===== src/rtl/ex6_out_trace_pkg.sv =====
// rtl/ex6_out_trace_pkg.sv - shared types and widths for the ex6 output trace capture
package ex6_trace_pkg;

  localparam int Y_W      = 8;
  localparam int TS_W_DEF = 12;

  typedef enum logic [1:0] {
    IDLE  = 2'd0,
    ARMED = 2'd1,
    RUN   = 2'd2
  } state_t;

  // Layout of one out_data word at the default timestamp width
  typedef struct packed {
    logic [TS_W_DEF-1:0] ts;
    logic [Y_W-1:0]      y;
  } entry_t;

endpackage


===== src/rtl/ex6_out_trace_if.sv =====
// rtl/ex6_out_trace_if.sv - valid/ready trace entry port
interface ex6_out_trace_if #(
  parameter int TS_W = 12
);
  import ex6_trace_pkg::*;

  logic                out_valid;
  logic                out_ready;
  logic [TS_W+Y_W-1:0] out_data;

  modport master (output out_valid, output out_data, input out_ready);
  modport slave  (input out_valid, input out_data, output out_ready);

endinterface


===== src/rtl/ex6_out_trace_fifo.sv =====
// rtl/ex6_out_trace_fifo.sv - synchronous show-ahead FIFO; a push while full lands only if a pop frees the slot
module trace_fifo #(
  parameter int DEPTH = 16,
  parameter int W     = 20
) (
  input  logic                       clk,
  input  logic                       rst,
  input  logic                       wr_en,
  input  logic [W-1:0]               wr_data,
  input  logic                       rd_en,
  output logic [W-1:0]               rd_data,
  output logic                       full,
  output logic                       empty,
  output logic [$clog2(DEPTH):0]     count
);
  localparam int AW = $clog2(DEPTH);

  logic [W-1:0]  mem [DEPTH];
  logic [AW-1:0] wr_ptr;
  logic [AW-1:0] rd_ptr;
  logic          do_push;
  logic          do_pop;

  assign empty   = (count == '0);
  assign full    = (count == (AW+1)'(DEPTH));
  assign do_pop  = rd_en && !empty;
  assign do_push = wr_en && (!full || do_pop);
  assign rd_data = mem[rd_ptr];

  always_ff @(posedge clk) begin
    if (do_push) mem[wr_ptr] <= wr_data;
  end

  always_ff @(posedge clk) begin
    if (rst) begin
      wr_ptr <= '0;
      rd_ptr <= '0;
      count  <= '0;
    end else begin
      if (do_push) wr_ptr <= wr_ptr + 1'b1;
      if (do_pop)  rd_ptr <= rd_ptr + 1'b1;
      case ({do_push, do_pop})
        2'b10:   count <= count + 1'b1;
        2'b01:   count <= count - 1'b1;
        default: count <= count;
      endcase
    end
  end

endmodule


===== src/rtl/ex6_out_trace.sv =====
// rtl/ex6_out_trace.sv - capture y1..y8 changes as timestamped entries after a programmable trigger
module ex6_out_trace
  import ex6_trace_pkg::*;
#(
  parameter int DEPTH     = 16,
  parameter int TS_W      = 12,
  parameter int STUCK_LIM = 64
) (
  input  logic                   clk,
  input  logic                   rst,
  input  logic [Y_W-1:0]         y_in,
  input  logic                   en,
  input  logic [Y_W-1:0]         trig_mask,
  input  logic [Y_W-1:0]         trig_val,
  ex6_out_trace_if.master        out,
  output logic [$clog2(DEPTH):0] count,
  output logic                   overflow,
  input  logic                   clr_ovf,
  output logic [7:0]             drop_cnt,
  output logic                   stuck
);
  state_t         state;
  state_t         state_nx;
  logic [TS_W-1:0] ts;
  logic [Y_W-1:0] prev_y;
  logic [15:0]    still_cnt;
  logic           change;
  logic           trig_hit;
  logic           push;
  logic           pop;
  logic           drop;
  logic           full;
  logic           empty;

  assign change   = (y_in != prev_y);
  assign trig_hit = (((y_in ^ trig_val) & trig_mask) == '0);
  assign pop      = out.out_valid && out.out_ready;
  assign drop     = push && full && !pop;
  assign stuck    = (still_cnt >= 16'(STUCK_LIM));
  assign out.out_valid = !empty;

  always_comb begin
    state_nx = state;
    push     = 1'b0;
    case (state)
      IDLE:  if (en) state_nx = ARMED;
      ARMED: begin
        if (!en) begin
          state_nx = IDLE;
        end else if (trig_hit) begin
          state_nx = RUN;
          push     = 1'b1;
        end
      end
      RUN: begin
        if (!en) state_nx = IDLE;
        else     push = change;
      end
      default: state_nx = IDLE;
    endcase
  end

  always_ff @(posedge clk) begin
    if (rst) begin
      state     <= IDLE;
      ts        <= '0;
      prev_y    <= '0;
      still_cnt <= '0;
      overflow  <= 1'b0;
      drop_cnt  <= '0;
    end else begin
      state  <= state_nx;
      ts     <= ts + 1'b1;
      prev_y <= y_in;
      if (change)                    still_cnt <= '0;
      else if (still_cnt != 16'hFFFF) still_cnt <= still_cnt + 1'b1;
      // A drop in the same cycle as clr_ovf wins and starts the count afresh
      if (drop) begin
        overflow <= 1'b1;
        if (clr_ovf)                 drop_cnt <= 8'd1;
        else if (drop_cnt != 8'hFF)  drop_cnt <= drop_cnt + 1'b1;
      end else if (clr_ovf) begin
        overflow <= 1'b0;
        drop_cnt <= '0;
      end
    end
  end

  trace_fifo #(
    .DEPTH (DEPTH),
    .W     (TS_W + Y_W)
  ) u_fifo (
    .clk     (clk),
    .rst     (rst),
    .wr_en   (push),
    .wr_data ({ts, y_in}),
    .rd_en   (out.out_ready),
    .rd_data (out.out_data),
    .full    (full),
    .empty   (empty),
    .count   (count)
  );

endmodule


===== src/flat_wrapper.sv =====
// flat-port wrapper written by rule: the top's interface ports become plain ports
module ex6_out_trace_flat import ex6_trace_pkg::*;
#(
  parameter int DEPTH     = 16,
  parameter int TS_W      = 12,
  parameter int STUCK_LIM = 64
)
  (clk, rst, y_in, en, trig_mask, trig_val, count, overflow, clr_ovf, drop_cnt, stuck, out_out_valid, out_out_data, out_out_ready);
  ex6_out_trace_if #(.TS_W(TS_W)) out_i ();
  input  logic clk;
  input  logic rst;
  input  logic [Y_W-1:0] y_in;
  input  logic en;
  input  logic [Y_W-1:0] trig_mask;
  input  logic [Y_W-1:0] trig_val;
  output logic [$clog2(DEPTH):0] count;
  output logic overflow;
  input  logic clr_ovf;
  output logic [7:0] drop_cnt;
  output logic stuck;
  output wire logic [$bits(out_i.out_valid)-1:0] out_out_valid;
  output wire logic [$bits(out_i.out_data)-1:0] out_out_data;
  input wire logic [$bits(out_i.out_ready)-1:0] out_out_ready;
  assign out_out_valid = out_i.out_valid;
  assign out_out_data = out_i.out_data;
  assign out_i.out_ready = out_out_ready;
  ex6_out_trace #(.DEPTH(DEPTH), .TS_W(TS_W), .STUCK_LIM(STUCK_LIM)) u_core (.clk(clk), .rst(rst), .y_in(y_in), .en(en), .trig_mask(trig_mask), .trig_val(trig_val), .out(out_i), .count(count), .overflow(overflow), .clr_ovf(clr_ovf), .drop_cnt(drop_cnt), .stuck(stuck));
endmodule

===== config.mk =====
export PLATFORM = sky130hd
export DESIGN_NAME = ex6_out_trace_flat
export DESIGN_NICKNAME = d
export VERILOG_FILES = /design/src/rtl/ex6_out_trace_pkg.sv /design/src/rtl/ex6_out_trace_if.sv /design/src/rtl/ex6_out_trace_fifo.sv /design/src/rtl/ex6_out_trace.sv /design/src/flat_wrapper.sv
export SDC_FILE = /design/constraint.sdc
export NUM_CORES = 1
export LEC_CHECK = 0
export ABC_CLOCK_PERIOD_IN_PS = 8800
export CAP_MARGIN = 0
export CORE_MARGIN = 2
export CORE_UTILIZATION = 30
export CTS_CLUSTER_SIZE = 20
export DETAILED_ROUTE_END_ITERATION = 7
export SKIP_LAST_GASP = 1
export SYNTH_ARGS = -nofsm -noshare
export SYNTH_HDL_FRONTEND = slang
export SYNTH_SLANG_ARGS = --single-unit

===== constraint.sdc =====
create_clock -name clk -period 8.8 [get_ports clk]
set_input_delay 0.88 -clock clk [delete_from_list [all_inputs] [get_ports clk]]
set_output_delay 0.88 -clock clk [all_outputs]
set_load 0.01 [all_outputs]

==> results.md <==
- Synth top area cells: edfxtp_1 (64%), mux4_2 (15%), dfxtp_1 (8.5%)
- Max capacitance violation total: 0
- Detailed placement HPWL: 19230 um
- Normalized max-slew margin: 0.3654
- Yosys cell types: 47
- Count leader, synth: edfxtp_1
- Total grt overflow: 0
- Max FO, Critical Path: 44
- Instance count of the mapped netlist: 806
- Global route hottest layer: met2
- R2r worst-path depth: 7
- Met1 Use GR: 0.1674
- Initial Utilization: 0.3023
- Worst min path class: register to register
- Total Power: 4.422 mW
- Primary FF master, synth: edfxtp_1
- Clk_skew: 0.02864 ns
- Core ar.: 49970 um^2
- Top delay family on crit path: buffers and inverters
- Async set-reset flop share out of synthesis: 0
- Routed wire length: 32820 um
- Ports: 65
- Top-area cell type share of the netlist area: 0.6361
- Area Growth Syn to Fin: 18.96%
- Clk Latency, worst-skew pair: 0.54 ns
- Synthesized flop and latch total: 384
- Initial antenna violation count: 1
- Root Buffer: clkbuf_16
- Worst setup SP type: register
- DP Worst Slack: 3.845 ns
- Reg-to-Reg End: u_core.u_fifo.mem[15][1]
- GR Layer Usage met2: 0.2096
- RSZ-0062 raised after global routing: false
- Die Y: 228.4 um
- Hold path startpoint: u_core.still_cnt[4]
- Cell Area, Synth: 15110 um^2
- Syn Area/Cell: 18.74 um^2
- Crit. End Element: output port
- Clock transition at path regs: 0.06 ns
- Reg-to-reg startpoint: u_core.state[0]
- Setup violations, final: 0
- Number of fill cells in the layout: 4646
- Total die area: 52160 um^2
- Largest net degree at the start of global routing: 59
- Synth cell count leaders: edfxtp_1 (320), mux4_2 (100), dfxtp_1 (64)
- Peak supply drop: 0.1231 mV
- Row count: 82
- Dpl cell area: 16640 um^2
- Worst hold margin: 0.4993 ns
- Power density over cell area: 246.1 nW/um^2
- Total GRT Usage: 0.1254
- Syn_nets: 851
- EDFF count, synth: 320
- Crit-path max cell delay: 0.85 ns
- Routed length per instance: 20.52 um
- Met3 usage: 0.02196
- Layout cell share with drive strength beyond 1: 0.2198
- Max Freq: 207.3 MHz
- CP arrival: 3.94 ns
- First-pass GRT wire length: 49580 um
- Hold EP: u_core.still_cnt[4]
- Minimum clock period: 4.823 ns
- Slew @ Worst Pin: 0.9519 ns
- H-tree Lvls: 2
- Final Wtd Congestion: 0.7144
- WP buf/inv: 2
- Hold_buf cts: 0
- Fin crit share: 0.5481
- Via density per instance: 4.744
- Area leader, netlist: edfxtp_1
- Via count: 7591
- Final worst slack: 3.977 ns
- # resized after CTS: 0
- Die width: 228.4 um
- Crit Path Category: register to output port
- Status: finished clean
- CTS Buf Count: 40
- Flop2flop setup slack: 5.54 ns
- Most used cell, CP: mux4_2
- Worst path slowest cell: dfxtp_4
- Routed Antenna Nets: 0
- Diode count: 0
- Pleak: 5.575 nW
- Fin Setup TNS: 0 ns
- Fin. max-slew vios: 0
- Sequential element share of the synthesized area: 0.7209
- Ys Warns: 0
- Hold Path Stages: 2
- Vias in the first global route: 7982
- Post-CTS setup buffer count: 0
- Initial DRC count: 637
- Critical path, cell by cell: buf_4, mux4_2, mux4_2, clkdlybuf4s50_1
- Clock sink total: 384
- Final Cell Area: 17970 um^2
- Hold Vio Cnt, Final: 0
- CTS tree: built
- DRC: 0
- PortBufs: 64
- Detailed Routing Iterations Pass 1: 5
- Final #Nets: 942
- Critical Path RT: 7.92 ns
- Max Root-Sink Buffers: 3
==> kinds of logic (layout without fill, tap and decap cells) <==
| logic type | after synthesis | in the layout | share of synthesized area |
|---|---|---|---|
| XOR/XNOR | 42 | 42 | 0.02435 |
| adder cells (fa/ha/maj) | 16 | 16 | 0.01375 |
| AND/OR/NAND/NOR | 163 | 163 | 0.05459 |
| AO/OA/AOI/OAI | 50 | 50 | 0.02071 |
| flip-flops | 384 | 384 | 0.7209 |
| multiplexers | 107 | 107 | 0.1537 |
| buffers and inverters | 44 | 166 | 0.01193 |
==> how the worst max path moves through the flow <==
stage                               endpoint  slack (ns)  depth (start not counted)
floorplan            u_core.u_fifo.mem[3][0]        4.85                          6
global placement    u_core.u_fifo.mem[15][4]        3.96                          8
detailed placement  u_core.u_fifo.mem[15][4]        3.85                          8
CTS                          out_out_data[2]        3.80                          4
global route                 out_out_data[2]        3.67                          4
finish                       out_out_data[2]        3.98                          4
==> tightest hold or removal path: stages (launching register included) <==
cell,delay [ns]
dfxtp_1,0.32
o21ai_0,0.07
a21oi_1,0.06
==> sequential cells by signal, indices dropped and copies added, names as in the netlist, 2 cells and up, named ones only <==
register,flops
u_core.drop_cnt,8
u_core.prev_y,8
u_core.state,2
u_core.still_cnt,16
u_core.ts,12
u_core.u_fifo.count,5
u_core.u_fifo.mem,320
u_core.u_fifo.rd_ptr,4
u_core.u_fifo.wr_ptr,4
==> per-layer routing <==
metal | part of all wire | routed length (um)
met1 | 0.44 | 14490
met2 | 0.49 | 16080
met3 | 0.049 | 1602
met4 | 0.020 | 657
met5 | 0 | 0
==> report_power, final <==
group,switching (mW),internal (mW),total [mW]
logic,0.266,0.399,0.665
registers,0.0789,1.98,2.06
clock network,0.690,1.01,1.70
total,1.04,3.39,4.42
==> layout by cell type (no fill, tap or decap), drive strengths merged, types with 3 or more instances in the layout <==
cell and count:
edfxtp 320, mux4 100, dfxtp 64, clkdlybuf4s50 63, nor2 60, clkbuf 53
xor2 24, buf 21, a21oi 20, nand2 20, nand3 18, xnor2 18
ha 15, clkinv 15, nor2b 10, nand4 10, inv 9, or3 9
o21ai 9, and3 8, mux2i 7, nor3 7, a211oi 4, nand2b 4
a22oi 4, bufinv 4, or4 4, nor4 3, o31ai 3
==> area by class of cell <==
| class | count | area (um^2) | share of cell area |
|---|---|---|---|
| inverters | 9 | 33.78 | 0.001880 |
| multi-input cells | 378 | 4085 | 0.2273 |
| clock inverters | 20 | 212.7 | 0.01184 |
| clock buffers | 53 | 1112 | 0.06190 |
| repair buffers | 84 | 785.8 | 0.04373 |
| flip-flops and latches | 384 | 10900 | 0.6065 |
| well taps | 672 | 840.8 | 0.04679 |
==> stage by stage <==
step,cells,utilization
3_5_place_dp,1527,0.3331
4_1_cts,1600,0.3596
2_1_floorplan,806,-
3_3_place_gp,1527,0.3331
5_1_grt,1600,0.3596
6_report,1600,0.3596
(Power assumes the default switching activity.)
